==> config.mk <==
export PLATFORM = sky130hd
export DESIGN_NAME = message_schedule_flat
export DESIGN_NICKNAME = d
export VERILOG_FILES = /design/src/rtl/message_schedule_if.sv /design/src/rtl/message_schedule.sv /design/src/flat_wrapper.sv
export SDC_FILE = /design/constraint.sdc
export NUM_CORES = 1
export LEC_CHECK = 0
export CAP_MARGIN = 20
export CORE_ASPECT_RATIO = 0.5
export CORE_MARGIN = 10
export CORE_UTILIZATION = 39
export DETAILED_ROUTE_END_ITERATION = 7
export SLEW_MARGIN = 40
export SYNTH_ARGS = -nofsm -noshare
export SYNTH_HDL_FRONTEND = slang
export SYNTH_SLANG_ARGS = --single-unit
==> constraint.sdc <==
create_clock -name clk -period 22.1 [get_ports clk]
set_input_delay 2.21 -clock clk [delete_from_list [all_inputs] [get_ports clk]]
set_output_delay 2.21 -clock clk [all_outputs]
set_load 0.005 [all_outputs]
==> src/rtl/message_schedule_if.sv <==
// Handshake and data bundle for message_schedule: message words in, schedule words out.
interface message_schedule_if;
    logic        start;
    logic [31:0] msg_word;
    logic        msg_valid;
    logic        msg_ready;
    logic [31:0] w_word;
    logic [5:0]  w_index;
    logic        w_valid;
    logic        w_ready;
    logic        busy;
    logic        done;

    modport master (
        output start, msg_word, msg_valid, w_ready,
        input  msg_ready, w_word, w_index, w_valid, busy, done
    );

    modport slave (
        input  start, msg_word, msg_valid, w_ready,
        output msg_ready, w_word, w_index, w_valid, busy, done
    );
endinterface

==> src/rtl/message_schedule.sv <==
// SHA-256 message schedule: 16 loaded words expanded to W0..W63; optional abort input under MESSAGE_SCHEDULE_ABORT_EN.
// Latency: 1 cycle from an accepted message word or free output slot to w_word; one word per cycle.
// Backpressure: w_valid && !w_ready freezes the output and the window; msg_ready drops until the slot frees.
module message_schedule (
    input  logic clk,
    input  logic rst,
`ifdef MESSAGE_SCHEDULE_ABORT_EN
    input  logic abort,
`endif
    message_schedule_if.slave ms
);
    typedef enum logic [1:0] {IDLE, LOAD, EXPAND} state_t;

    state_t      state;
    state_t      state_nx;
    logic [5:0]  t;
    logic [31:0] win [16];
    logic [31:0] w_word_q;
    logic [5:0]  w_index_q;
    logic        w_valid_q;
    logic        slot_free;
    logic        accept;
    logic        produce;
    logic        last_xfer;
    logic        abort_req;
    logic [31:0] next_w;

`ifdef MESSAGE_SCHEDULE_ABORT_EN
    assign abort_req = abort;
`else
    assign abort_req = 1'b0;
`endif

    function automatic logic [31:0] sigma0(input logic [31:0] x);
        return {x[6:0], x[31:7]} ^ {x[17:0], x[31:18]} ^ {3'b000, x[31:3]};
    endfunction

    function automatic logic [31:0] sigma1(input logic [31:0] x);
        return {x[16:0], x[31:17]} ^ {x[18:0], x[31:19]} ^ {10'b0, x[31:10]};
    endfunction

    assign slot_free = !w_valid_q || ms.w_ready;

    always_ff @(posedge clk) begin
        if (rst) begin
            state <= IDLE;
        end else begin
            state <= state_nx;
        end
    end

    always_comb begin
        state_nx  = state;
        accept    = 1'b0;
        produce   = 1'b0;
        last_xfer = 1'b0;
        case (state)
            IDLE: begin
                if (ms.start) begin
                    state_nx = LOAD;
                end
            end
            LOAD: begin
                accept = ms.msg_valid && slot_free;
                if (accept && t == 6'd15) begin
                    state_nx = EXPAND;
                end
            end
            EXPAND: begin
                // W63 on the output: wait for its transfer, never expand past it
                if (w_valid_q && w_index_q == 6'd63) begin
                    if (ms.w_ready) begin
                        last_xfer = 1'b1;
                        state_nx  = IDLE;
                    end
                end else if (slot_free) begin
                    produce = 1'b1;
                end
            end
            default: state_nx = IDLE;
        endcase
        if (abort_req) begin
            state_nx  = IDLE;
            accept    = 1'b0;
            produce   = 1'b0;
            last_xfer = 1'b0;
        end
    end

    // win[15] is W[t-1], win[0] is W[t-16]
    always_comb begin
        next_w = sigma1(win[14]) + win[9] + sigma0(win[1]) + win[0];
        if (accept) begin
            next_w = ms.msg_word;
        end
    end

    always_ff @(posedge clk) begin
        if (rst) begin
            t         <= 6'd0;
            w_word_q  <= 32'd0;
            w_index_q <= 6'd0;
            w_valid_q <= 1'b0;
            for (int i = 0; i < 16; i++) begin
                win[i] <= 32'd0;
            end
        end else if (abort_req) begin
            t         <= 6'd0;
            w_valid_q <= 1'b0;
        end else begin
            if (state == IDLE && ms.start) begin
                t <= 6'd0;
            end
            if (accept || produce) begin
                for (int i = 0; i < 15; i++) begin
                    win[i] <= win[i+1];
                end
                win[15]   <= next_w;
                w_word_q  <= next_w;
                w_index_q <= t;
                w_valid_q <= 1'b1;
                if (t != 6'd63) begin
                    t <= t + 6'd1;
                end
            end else if (ms.w_ready) begin
                w_valid_q <= 1'b0;
            end
        end
    end

    assign ms.msg_ready = (state == LOAD) && slot_free;
    assign ms.w_word    = w_word_q;
    assign ms.w_index   = w_index_q;
    assign ms.w_valid   = w_valid_q;
    assign ms.busy      = (state != IDLE);
    assign ms.done      = last_xfer;
endmodule

==> src/flat_wrapper.sv <==
// flat-port wrapper written by rule: the top's interface ports become plain ports
module message_schedule_flat 
  (clk, rst, ms_start, ms_msg_word, ms_msg_valid, ms_w_ready, ms_msg_ready, ms_w_word, ms_w_index, ms_w_valid, ms_busy, ms_done);
  message_schedule_if ms_i ();
  input  logic clk;
  input  logic rst;
  input wire logic [$bits(ms_i.start)-1:0] ms_start;
  input wire logic [$bits(ms_i.msg_word)-1:0] ms_msg_word;
  input wire logic [$bits(ms_i.msg_valid)-1:0] ms_msg_valid;
  input wire logic [$bits(ms_i.w_ready)-1:0] ms_w_ready;
  output wire logic [$bits(ms_i.msg_ready)-1:0] ms_msg_ready;
  output wire logic [$bits(ms_i.w_word)-1:0] ms_w_word;
  output wire logic [$bits(ms_i.w_index)-1:0] ms_w_index;
  output wire logic [$bits(ms_i.w_valid)-1:0] ms_w_valid;
  output wire logic [$bits(ms_i.busy)-1:0] ms_busy;
  output wire logic [$bits(ms_i.done)-1:0] ms_done;
  assign ms_i.start = ms_start;
  assign ms_i.msg_word = ms_msg_word;
  assign ms_i.msg_valid = ms_msg_valid;
  assign ms_i.w_ready = ms_w_ready;
  assign ms_msg_ready = ms_i.msg_ready;
  assign ms_w_word = ms_i.w_word;
  assign ms_w_index = ms_i.w_index;
  assign ms_w_valid = ms_i.w_valid;
  assign ms_busy = ms_i.busy;
  assign ms_done = ms_i.done;
  message_schedule u_core (.clk(clk), .rst(rst), .ms(ms_i));
endmodule
* Word level (Yosys, flattened, before mapping)
Memories as Yosys holds them, arrays and structs flattened.
Index checks and enable logic that the tools add are counted.
** Cells by class
- Bitwise logic cells :: 20
- Equal/unequal tests :: 9
- $add $sub $neg :: 4
- Reductions and logical operators :: 12
- Multiplexer cells :: 39
** Operator list (number)
- $mux W32 :: 17
- $add A32 B32 Y32 :: 3
- $xor A32 B32 Y32 :: 2
- $xor A32 B22 Y32 :: 1
- $xor A32 B29 Y32 :: 1
- $mux W6 :: 3
- $or A1 B1 Y1 :: 16
- $mux W1 :: 14
- $mux W2 :: 4
- $add A6 B1 Y6 const B :: 1
- $eq A6 B4 Y1 const B :: 1
- $eq A6 B6 Y1 const B :: 1
- $ne A6 B6 Y1 const B :: 1
- $pmux W2 S3 :: 1
- $logic_and A1 B1 Y1 :: 5
- $ne A2 B1 Y1 const B :: 2
- $ne A2 B2 Y1 const B :: 2
- $reduce_and A4 Y1 :: 1
- $reduce_bool A2 Y1 :: 2
- $eq A2 B1 Y1 const B :: 1
- $eq A2 B2 Y1 const B :: 1
- $logic_not A2 Y1 :: 1
- $logic_or A1 B1 Y1 :: 2
- $logic_not A1 Y1 :: 1
** Word-level totals
- Input bits :: 37
- Logic and storage cells :: 90
- Flip-flop bits (word level) :: 47
- Output and inout bits :: 42
- Memory bits (writable) :: 512
- Memories :: 1
** Memories
- u_core.win :: depth 16, bits a word 32, rd ports 16, clocked after memory_dff 0, wr ports 16, RTL line message_schedule.sv:17 : logic [31:0] win [16];

* Depth between registers and ports, before layout
Gate-level depths: netlist (run 1).
- Word-level depth :: 10
- Mapped depth :: 17
- Gate-level depth less buffers :: 17

* Worst setup path after synthesis (run 1)
Ideal clock, no wire load.
- Path kind :: in2reg
- Start :: in ms_w_ready
- End :: mem u_core.win[0][0], enable pin
- Path slack :: 8.223 ns
- Arrival :: 13.018 ns
- Library setup time :: 0.859 ns
- Data required time :: 21.241 ns
- Buffers on the path :: 1
- Stages on the path :: 6
- Cells stage by stage :: nor2b_1 > or3_1 > nand2_1 > clkbuf_1 > nor2_1 > inv_1
** RTL lines
- start, declared :: RTL line flat_wrapper.sv:10 : input wire logic [$bits(ms_i.w_ready)-1:0] ms_w_ready;
- end, declared :: RTL line message_schedule.sv:17

==> run metrics, run 1 <==
status=finished clean; Final min period=5856 ps; Placed Instance Area=27060 sq um; Critical-path top delay cell=clkbuf_8; period utilization=26.50%; CTS buffer count=51; sequential share of the synthesized area=64.14%; Top FF cell, synth=edfxtp_1; synthesis-stage register bit count=559; grt total ovfl=0; Post-CTS Repair Setup Buffers=0; top cell type's share of synthesized area=60.44%; final hold vios=0; top sig layer=met4; Hold-fix buffers, CTS=0; Power Total=3.802 mW; RSZ-0062 raised after global routing=no; Critical Path RT=22310 ps; clock skew=21.00 ps; max cap viols=0; CP startpoint kind=primary input; pin count of the biggest net entering global routing=184; Setup CP Type=primary input to flop; Post-synth EDFFs=512; routed length per instance=19.88 microns; Syn Area/Cell=13.06 sq um; dpl hpwl=37570 microns; Clock Tree Root=clkbuf_16; area leader, netlist=edfxtp_1; routability-driven placement congestion ratio=0.8975; gr usage total=14.60%; final setup fails=0; combinational fraction of design power=41.4%; initial antenna violation count=3; Seq pwr share=36.0%; area of the multi-input gates=8179 sq um; final WL=57620 microns; Skew-Pair Late Insertion Delay=590 ps; Pleak=11.65 nW; post-DR vias/cell=5.100; most numerous cell in the Yosys netlist=edfxtp_1; Initial Util=39.29%; crit path capture type=flop; via count=14.78k; DR iter-0 viols=1373; CP startpoint=ms_w_ready; Clk pwr share=22.6%; first-pass GRT wire length=87600 microns; I/O pins=79; TritonCTS clock tree=done; Pint=2.357 mW; core area=64740 sq um; Tightest Pin Transition=802.1 ps; largest cells by area after synthesis=edfxtp_1 60%, and3_1 7.4%, fa_1 4.9%, nor2b_1 4.1%, xnor2_1 4.0%; relative slew slack=46.40%; PwrDens=132.5 nW/um^2; clk slew on worst S/H paths=60 ps; Post-synth top cells=512 x edfxtp_1, 300 x and3_1, 168 x nor2b_1, 141 x inv_1, 116 x xnor2_1; ANT cells=0; FFs w/ async S/R, synth=0%; die width=381.2 microns; I/O Buffers=78; Mapped Cells=1948; Crit Path Max Fanout=121; Finished Cell Area=28690 sq um; drt pass-1 iters=5; Worst VDD drop=0.07632 mV; synth warn=0; Syn Std Cell Area=25440 sq um; Net Sw Frac=38.01%; Post-Syn Nets=2079; fmax=170.8 MHz; Die Y=200.6 microns; Setup TNS=0 ps; Hold Crit Class=flop to flop; delay of the slowest critical-path stage=740 ps; Psw=1.445 mW; layout net count=2105; Clock Path Buffers=3; DR WL met2=26080 microns; Clock Sinks=559; cts repair resizes=0; Met1 Wirelength=27020 microns; dpl cells=2804; H-tree depth=2; DR DRC count=0; fin util=44.32%; fill cell count=5935; Finished Layout Cells=2899; area grow syn2layout=12.79%; Cell Rows=66; vias in the first global route=14.13k; CP cell instances=clkdlybuf4s50_1 > nor2b_1 > or3_1 > nand2_8 > nor2_1 > clkinv_8 > buf_6 > clkbuf_8; Final Max Tran Viols=0; RR Startpoint=u_core.win[0][469]$_SDFFCE_PP0P_; met3 WL=3735 microns; worst hold start=u_core.ms.w_index[3]$_SDFFE_PP0N_; crit path DAT=6070 ps; register area=16320 sq um; die area=76460 sq um; synth unique cells=62; Final ANT Viol Nets=0; share of layout cells above drive strength 1=5.261%
==> kinds of logic after synthesis <==
kind of cell / after synthesis / share of synthesized area, %
xor+xnor: 144 / 4.958
compound gates: 172 / 4.358
flops: 559 / 64.14
mux: 3 / 0.1181
simple gates: 715 / 16.12
fa+ha+maj: 94 / 6.453
buf+inv: 261 / 3.851
==> worst paths after layout <==
kind / slack, ps / end / cells past startpoint
max: 16240 / u_core.win[0][290]$_SDFFCE_PN0P_ / 8
min: 470 / u_core.ms.w_index[3]$_SDFFE_PP0N_ / 2
max reg2reg: 16710 / u_core.win[0][504]$_SDFFCE_PP0P_ / 15
min reg2reg: 470 / u_core.ms.w_index[3]$_SDFFE_PP0N_ / 2
==> power by group through the flow <==
stage,clock [mW],combinational (mW),sequential [mW]
after detailed placement,0,1.54,1.39
after global placement,0,1.55,1.39
after global routing,0.924,1.73,1.38
final,0.859,1.58,1.37
after CTS,0.880,1.56,1.37
after floorplan,0,1.06,1.38
==> cell usage in the layout, fill, tap and decap left out, drive strengths merged, types with 19 or more instances in the layout <==
cell,Yosys,routed
a21oi,63,63
nor2b,168,168
nand2,83,83
ha,32,32
nor2,63,63
xnor2,116,116
dfxtp,47,47
clkinv,0,19
inv,141,143
edfxtp,512,512
clkdlybuf4s50,0,77
fa,62,62
clkbuf,111,67
and3,303,303
nor3,42,42
xor2,28,28
==> through the flow <==
step | setup WS (ps) | hold slack, ps
floorplan | 8223 | 457.1
global placement | 14590 | 458.1
detailed placement | 15040 | 461.5
CTS | 15670 | 469.4
global route | 15850 | 485.8
finish | 16240 | 467.9
==> area by class of cell <==
type,instances,area share (%)
inverter,141,1.906
timing repair buffer,93,3.340
clock buffer,65,4.631
tap,884,3.855
clock inverter,29,0.8940
sequential,559,56.87
multi-input combinational,1128,28.51
==> worst max-delay path, delay by kind of cell <==
kind                   cells  cell delay, ps
buffers and inverters      4            2320
AND/OR/NAND/NOR            4            1420
==> flip-flops by register name, indices dropped and copies added, names as in the netlist <==
register and cells:
u_core.ms.w_index 6, u_core.win 512, u_core.ms.w_word 32, u_core.ms.w_valid 1, u_core.state 2, u_core.t 6
==> metal layers <==
| metal | vias up | global-route usage (%) |
|---|---|---|
| li1 | 6933 | - |
| met1 | 7463 | 21.49 |
| met2 | 328 | 22.09 |
| met3 | 60 | 3.135 |
| met4 | 0 | 2.765 |
| met5 | - | 0 |
Note: power is estimated with default switching activity, not from simulation.
==> inputs of run 2 (changes only) <==
==> constraint.sdc (replaced) <==
create_clock -name clk -period 6.1 [get_ports clk]
set_input_delay 0.61 -clock clk [delete_from_list [all_inputs] [get_ports clk]]
set_output_delay 0.61 -clock clk [all_outputs]
set_load 0.005 [all_outputs]
==> run 2 against run 1 <==
Via count increased by 1.1%. Hold slack got worse by 5.1 ps. Register-to-register slack got worse by 16000 ps. Sequential cell count unchanged. First-iteration DRC count increased by 16%. Worst setup slack got worse by 15000 ps. Sequential share of layout area decreased by 0.42 points. Cell area increased by 0.78%. Critical path type is now flop to flop. Die area unchanged.
==> run metrics, run 2 (synthesis gave the netlist of run 1 again) <==
TritonCTS clock tree=done (unchanged); Crit Path Max Fanout=7 (was 121); Hold EP=u_core.ms.w_index[5]$_SDFFE_PP0N_ (was u_core.ms.w_index[3]$_SDFFE_PP0N_); grt total ovfl=0 (unchanged); Hold Crit Class=flop to flop (unchanged); status=finished clean (unchanged); Finished Cell Area=28910 sq um (was 28690 sq um); final setup fails=0 (unchanged); CTS buffer count=53 (was 51); routed length per instance=21.52 microns (was 19.88 microns); hold_ws=462.8 ps (was 467.9 ps); worst hold start=u_core.ms.w_index[5]$_SDFFE_PP0N_ (was u_core.ms.w_index[3]$_SDFFE_PP0N_); H-tree depth=2 (unchanged); Die Y=200.6 microns (unchanged); largest register by flop count=u_core.win (unchanged); pin count of the biggest net entering global routing=198 (was 184); max cap viols=0 (unchanged); Psw=5.382 mW (was 1.445 mW); worst hold path depth=2 (unchanged); Worst VDD drop=0.2644 mV (was 0.07632 mV); RR Endpoint=u_core.win[0][506]$_SDFFCE_PP0P_ (was u_core.win[0][504]$_SDFFCE_PP0P_); area grow syn2layout=13.66% (was 12.79%); DR iter-0 viols=1593 (was 1373); reg2reg setup slack=1050 ps (was 16710 ps); combinational fraction of design power=41.6% (was 41.4%); layout net count=2114 (was 2105); Worst R2R Path Depth=15 (unchanged); Final min period=5052 ps; final hold vios=0 (unchanged); delay of the slowest critical-path stage=580 ps (was 740 ps); Pint=8.627 mW (was 2.357 mW); Clock Path Buffers=3 (unchanged); fmax=198.0 MHz; via count=14.94k (was 14.78k); crit path DAT=5390 ps (was 6070 ps); max reg flops=512 (unchanged); RSZ-0062 raised after global routing=no (unchanged); Clk pwr share=23.0% (was 22.6%); die area=76460 sq um (unchanged); relative slew slack=38.86% (was 46.40%); Cell Rows=66 (unchanged); cts repair resizes=0 (unchanged); Post-CTS Repair Setup Buffers=0 (unchanged); first-pass GRT wire length=93900 microns (was 87600 microns); Setup CP Type=flop to flop (was primary input to flop); CP cell instances=xnor2_1 > xnor2_1 > fa_1 > inv_1 > fa_1 > inv_1 > ha_1 > a21o_1 > a31oi_1 > o211ai_1 > o31ai_1 > o31ai_1 > a31oi_1 > nor4_1 > a311o_1 (was clkdlybuf4s50_1 > nor2b_1 > or3_1 > nand2_8 > nor2_1 > clkinv_8 > buf_6 > clkbuf_8); Pleak=11.76 nW (was 11.65 nW); crit path capture type=flop (unchanged); Initial Util=39.29% (unchanged); Clock Tree Root=clkbuf_16 (unchanged); Final ANT Viol Nets=0 (unchanged); gr usage total=15.89% (was 14.60%); Setup WS post-layout=1048 ps (was 16240 ps); drt pass-1 iters=5 (unchanged); die width=381.2 microns (unchanged); commonest non-fill, non-tap cells in the layout=512 x edfxtp_1, 300 x and3_1, 167 x nor2b_1 (was 512 x edfxtp_1, 300 x and3_1, 168 x nor2b_1); initial antenna violation count=4 (was 3); share of layout cells above drive strength 1=6.071% (was 5.261%); routability-driven placement congestion ratio=0.8842 (was 0.8975); DR DRC count=0 (unchanged); final WL=62640 microns (was 57620 microns); most common cell after layout, fill and taps aside=edfxtp_1 (unchanged); Seq pwr share=35.4% (was 36.0%); Final Max Tran Viols=0 (unchanged); I/O pins=79 (unchanged); dpl hpwl=41520 microns (was 37570 microns); Net Sw Frac=38.42% (was 38.01%); period utilization=82.81%; Critical Path RT=6430 ps (was 22310 ps); clock skew=20.45 ps (was 21.00 ps); post-DR vias/cell=5.132 (was 5.100); Clock Sinks=559 (unchanged); Skew-Pair Late Insertion Delay=590 ps (about the same); CP startpoint kind=flop (was primary input); Hold-fix buffers, CTS=0 (unchanged); I/O Buffers=78 (unchanged); core area=64740 sq um (unchanged); Placed Instance Area=27250 sq um (was 27060 sq um); PwrDens=484.5 nW/um^2 (was 132.5 nW/um^2); Critical-path top delay cell=o31ai_1 (was clkbuf_8); clk slew on worst S/H paths=70 ps (was 60 ps); vias in the first global route=14.49k (was 14.13k); Setup WS pre-CTS=1035 ps (was 15040 ps); Tightest Pin Transition=917.1 ps (was 802.1 ps); RR Startpoint=u_core.win[0][448]$_SDFFCE_PP0P_ (was u_core.win[0][469]$_SDFFCE_PP0P_)
-- run 2: cell types whose count changed in the layout (fill, tap and decap cells not counted), moves of 3 or more --
cell      previous run  this run
clkinv_1            11        17
buf_6                6         3
dfxtp_1             47        44
buf_4                6        10
buf_12               1         7
clkbuf_1            14         9
-- run 2: worst max-delay path, delay by kind of cell, from the launching register on --
| family | cells | cell delay (ps) |
|---|---|---|
| AO/OA/AOI/OAI | 7 | 2110 |
| buffers and inverters | 2 | 110 |
| XOR/XNOR | 2 | 480 |
| flip-flops | 1 | 480 |
| AND/OR/NAND/NOR | 1 | 80 |
| adder cells (fa/ha/maj) | 3 | 1530 |
-- run 2: worst max path at each step --
stage                     slack (ps)                                end                             start  cells past startpoint
after floorplan                -3180     u_core.win[0][0]$_SDFFCE_PN0P_    u_core.ms.w_valid$_SDFFE_PP0P_                      7
after global placement          1050   u_core.win[0][506]$_SDFFCE_PP0P_  u_core.win[0][476]$_SDFFCE_PP0P_                     15
after detailed placement        1040   u_core.win[0][506]$_SDFFCE_PP0P_  u_core.win[0][448]$_SDFFCE_PP0P_                     15
after CTS                       1000   u_core.win[0][506]$_SDFFCE_PP0P_  u_core.win[0][448]$_SDFFCE_PP0P_                     15
after global routing             700  u_core.ms.w_word[26]$_SDFFE_PP0N_  u_core.win[0][471]$_SDFFCE_PP0P_                     15
final                           1050   u_core.win[0][506]$_SDFFCE_PP0P_  u_core.win[0][448]$_SDFFCE_PP0P_                     15
-- run 2: through the flow --
step / setup TNS, ps / power (mW) / util (%) / std cells
6_report: 0 / 14.01 / 44.66 / 2911
5_1_grt: 0 / 14.84 / 44.66 / 2910
4_1_cts: 0 / 14.05 / 44.64 / 2910
3_5_place_dp: 0 / 10.77 / 42.09 / 2812
3_3_place_gp: 0 / 10.86 / 42.02 / 2810
2_1_floorplan: -1625660 / 8.792 / - / 1948
-- run 2: power groups by stage --
| stage | Clock, mW | Combinational (mW) | Sequential [mW] |
|---|---|---|---|
| detailed placement | 0 | 5.74 | 5.03 |
| finish | 3.22 | 5.83 | 4.96 |
| global route | 3.45 | 6.40 | 4.99 |
| global placement | 0 | 5.84 | 5.02 |
| floorplan | 0 | 3.83 | 4.97 |
| CTS | 3.30 | 5.80 | 4.95 |
-- run 2: layer usage --
layer / part of all wire (%) / up-vias / track usage (%)
met4: 2.2 / 0 / 3.769
met2: 43 / 355 / 23.06
met5: 0 / - / 0
li1: - / 6974 / -
met1: 48 / 7522 / 23.62
met3: 6.2 / 89 / 3.856
-- run 2: area by class of cell --
| type | count | area (sq um) |
|---|---|---|
| tap | 884 | 1106 |
| inverter | 141 | 540.5 |
| fill | 5865 | 35830 |
| antenna | 1 | 2.502 |
| clock inverter | 36 | 292.8 |
| timing repair buffer | 100 | 1076 |
| clock buffer | 62 | 1360 |
| sequential | 559 | 16320 |
| multi-input combinational | 1128 | 8214 |
==> inputs of run 3 (changes only) <==
==> constraint.sdc (replaced) <==
create_clock -name clk -period 4.5 [get_ports clk]
set_input_delay 0.45 -clock clk [delete_from_list [all_inputs] [get_ports clk]]
set_output_delay 0.45 -clock clk [all_outputs]
set_load 0.005 [all_outputs]
==> run 3 against run 2 <==
The flow now finishes with violations (negative setup slack). Worst setup slack lost 1100 ps. Die area is the same. Sequential cell count is the same. Routed wire length shrank 0.19%. Hold slack lost 120 ps. Cell area grew 5.2%. Critical path depth grew 2. Clock-buffer cell count grew 1. Clock power grew 35%. First-iteration DRC count shrank 9.5%. Combinational power grew 85%. Power grew 55%. Critical endpoint is now u_core.ms.w_word[27]$_SDFFE_PP0N_. Largest cell class unchanged. Largest power group unchanged. Highest routed layer unchanged.
==> run metrics, run 3 (synthesis gave the netlist of run 1 again) <==
status=finished with violations (was finished clean); failing checks=negative setup slack; crit path capture type=flop (unchanged); Final Max Tran Viols=0 (unchanged); Pleak=12.52 nW (was 11.76 nW); max cap viols=0 (unchanged); Setup WS post-layout=-18.48 ps (was 1048 ps); Die Y=200.6 microns (unchanged); Hold-fix buffers, CTS=0 (unchanged); I/O pins=79 (unchanged); Critical Path RT=4960 ps (was 6430 ps); drt pass-1 iters=5 (unchanged); Crit Path Max Fanout=4 (was 7); CP startpoint kind=flop (unchanged); final WL=62520 microns (was 62640 microns); Cell Rows=66 (unchanged); post-DR vias/cell=5.058 (was 5.132); Pint=13.61 mW (was 8.627 mW); Skew-Pair Late Insertion Delay=610 ps (was 590 ps); dpl hpwl=41610 microns (was 41520 microns); Clock Path Buffers=3 (unchanged); Final ANT Viol Nets=0 (unchanged); worst hold path depth=2 (unchanged); fill cell count=5800 (was 5865); final setup fails=3 (was 0); Net Sw Frac=37.45% (was 38.42%); grt total ovfl=0 (unchanged); period utilization=100.4% (was 82.81%); Worst VDD drop=0.4861 mV (was 0.2644 mV); final hold vios=0 (unchanged); core area=64740 sq um (unchanged); area of the multi-input gates=8820 sq um (was 8214 sq um); Setup TNS=-25.54 ps (was 0 ps); Clock Sinks=559 (unchanged); first-pass GRT wire length=93300 microns (was 93900 microns); max reg flops=512 (unchanged); crit path DAT=4980 ps (was 5390 ps); TritonCTS clock tree=done (unchanged); PwrDens=715.7 nW/um^2 (was 484.5 nW/um^2); clk slew on worst S/H paths=70 ps (about the same); die area=76460 sq um (unchanged); Clk pwr share=20.0% (was 23.0%); Hold Crit Class=primary input to flop (was flop to flop); via count=15.34k (was 14.94k); most common cell after layout, fill and taps aside=edfxtp_1 (unchanged); routability-driven placement congestion ratio=0.9104 (was 0.8842); I/O Buffers=78 (unchanged); fin util=46.96% (was 44.66%); Final min period=4518 ps (was 5052 ps); fmax=221.3 MHz (was 198.0 MHz); Finished Layout Cells=3033 (was 2911); CTS buffer count=51 (was 53); layout net count=2237 (was 2114); die width=381.2 microns (unchanged); Clock Tree Root=clkbuf_16 (unchanged); DR iter-0 viols=1441 (was 1593); routed length per instance=20.61 microns (was 21.52 microns); RSZ-0062 raised after global routing=yes (was no); reg2reg setup slack=-20 ps (was 1050 ps); share of layout cells above drive strength 1=15.60% (was 6.071%); Worst R2R Path Depth=17 (was 15); dpl cells=2920 (was 2812); H-tree depth=2 (unchanged); gr usage total=15.81% (was 15.89%); clock skew=19.84 ps (was 20.45 ps); Tightest Pin Transition=827.7 ps (was 917.1 ps); DR DRC count=0 (unchanged); combinational fraction of design power=49.4% (was 41.6%); vias in the first global route=14.85k (was 14.49k); largest register by flop count=u_core.win (unchanged); register area=16320 sq um (about the same); pin count of the biggest net entering global routing=153 (was 198); commonest non-fill, non-tap cells in the layout=512 x edfxtp_1, 299 x and3_1, 167 x nor2b_1 (was 512 x edfxtp_1, 300 x and3_1, 167 x nor2b_1); Seq pwr share=30.6% (was 35.4%); Setup CP Type=flop to flop (unchanged); Psw=8.150 mW (was 5.382 mW); initial antenna violation count=3 (was 4); Initial Util=39.29% (unchanged); area grow syn2layout=19.53% (was 13.66%); Setup WS pre-CTS=-246.0 ps (was 1035 ps); relative slew slack=44.82% (was 38.86%)
run 3: changes by cell type in the layout (fill, tap and decap cells not counted), sizes merged:
cell / previous run / this run
clkbuf: 63 / 64
clkinvlp: 3 / 7
inv: 145 / 141
buf: 22 / 147
diode: 1 / 2
clkinv: 25 / 20
run 3: final timing paths:
check	startpoint	end
min reg2reg	u_core.ms.w_index[4]$_SDFFE_PP0N_	u_core.ms.w_index[4]$_SDFFE_PP0N_
max	u_core.win[0][474]$_SDFFCE_PP0P_	u_core.ms.w_word[27]$_SDFFE_PP0N_
min	rst	u_core.ms.w_word[10]$_SDFFE_PP0N_
max reg2reg	u_core.win[0][474]$_SDFFCE_PP0P_	u_core.ms.w_word[27]$_SDFFE_PP0N_
run 3: through the flow:
step | power [mW] | hold slack, ps | instance area [sq um]
global placement | 15.97 | 449.2 | 27980
floorplan | 11.92 | 445.4 | 25480
global route | 22.96 | 409.1 | 30400
detailed placement | 15.94 | 451.7 | 27990
CTS | 20.74 | 343.0 | 29820
finish | 21.76 | 345.6 | 30410
run 3: worst max-delay path, stage by stage, from the launching register on:
cell and delay, ps:
edfxtp_1 570, buf_4 220, xnor2_1 200, xnor2_1 130, fa_1 550, inv_1 50
fa_1 520, inv_1 40, ha_1 230, a21oi_1 230, nor2_1 90, nand4b_4 180
o2111a_2 290, or2_4 270, a221o_1 400, buf_4 180, xnor2_2 120, o22ai_1 100
run 3: power by group through the flow:
stage / sequential (mW) / clock (mW) / combinational [mW]
floorplan: 6.73 / 0 / 5.19
global placement: 6.75 / 0 / 9.22
detailed placement: 6.76 / 0 / 9.18
CTS: 6.65 / 4.46 / 9.63
global route: 6.70 / 4.65 / 11.6
finish: 6.66 / 4.35 / 10.8
run 3: repair_timing:
item	in CTS	in global routing
pin swaps	18	67
setup endpoints to repair	26	36
gates resized for setup	25	91
setup buffers	6	15
endpoints found under the hold margin	0	0
run 3: cell type report:
type,count,share of cell area [%]
antenna,2,0.01646
clock buffer,63,4.485
clock inverter,31,0.8847
inverter,141,1.778
multi-input combinational,1128,29.01
sequential,559,53.68
tap,884,3.638
timing repair buffer,225,6.514
run 3: routing by layer:
layer | track usage (%) | share of wire, %
met1 | 23.55 | 48
met2 | 22.76 | 44
met3 | 4.191 | 6.9
met4 | 3.453 | 1.5
met5 | 0 | 0
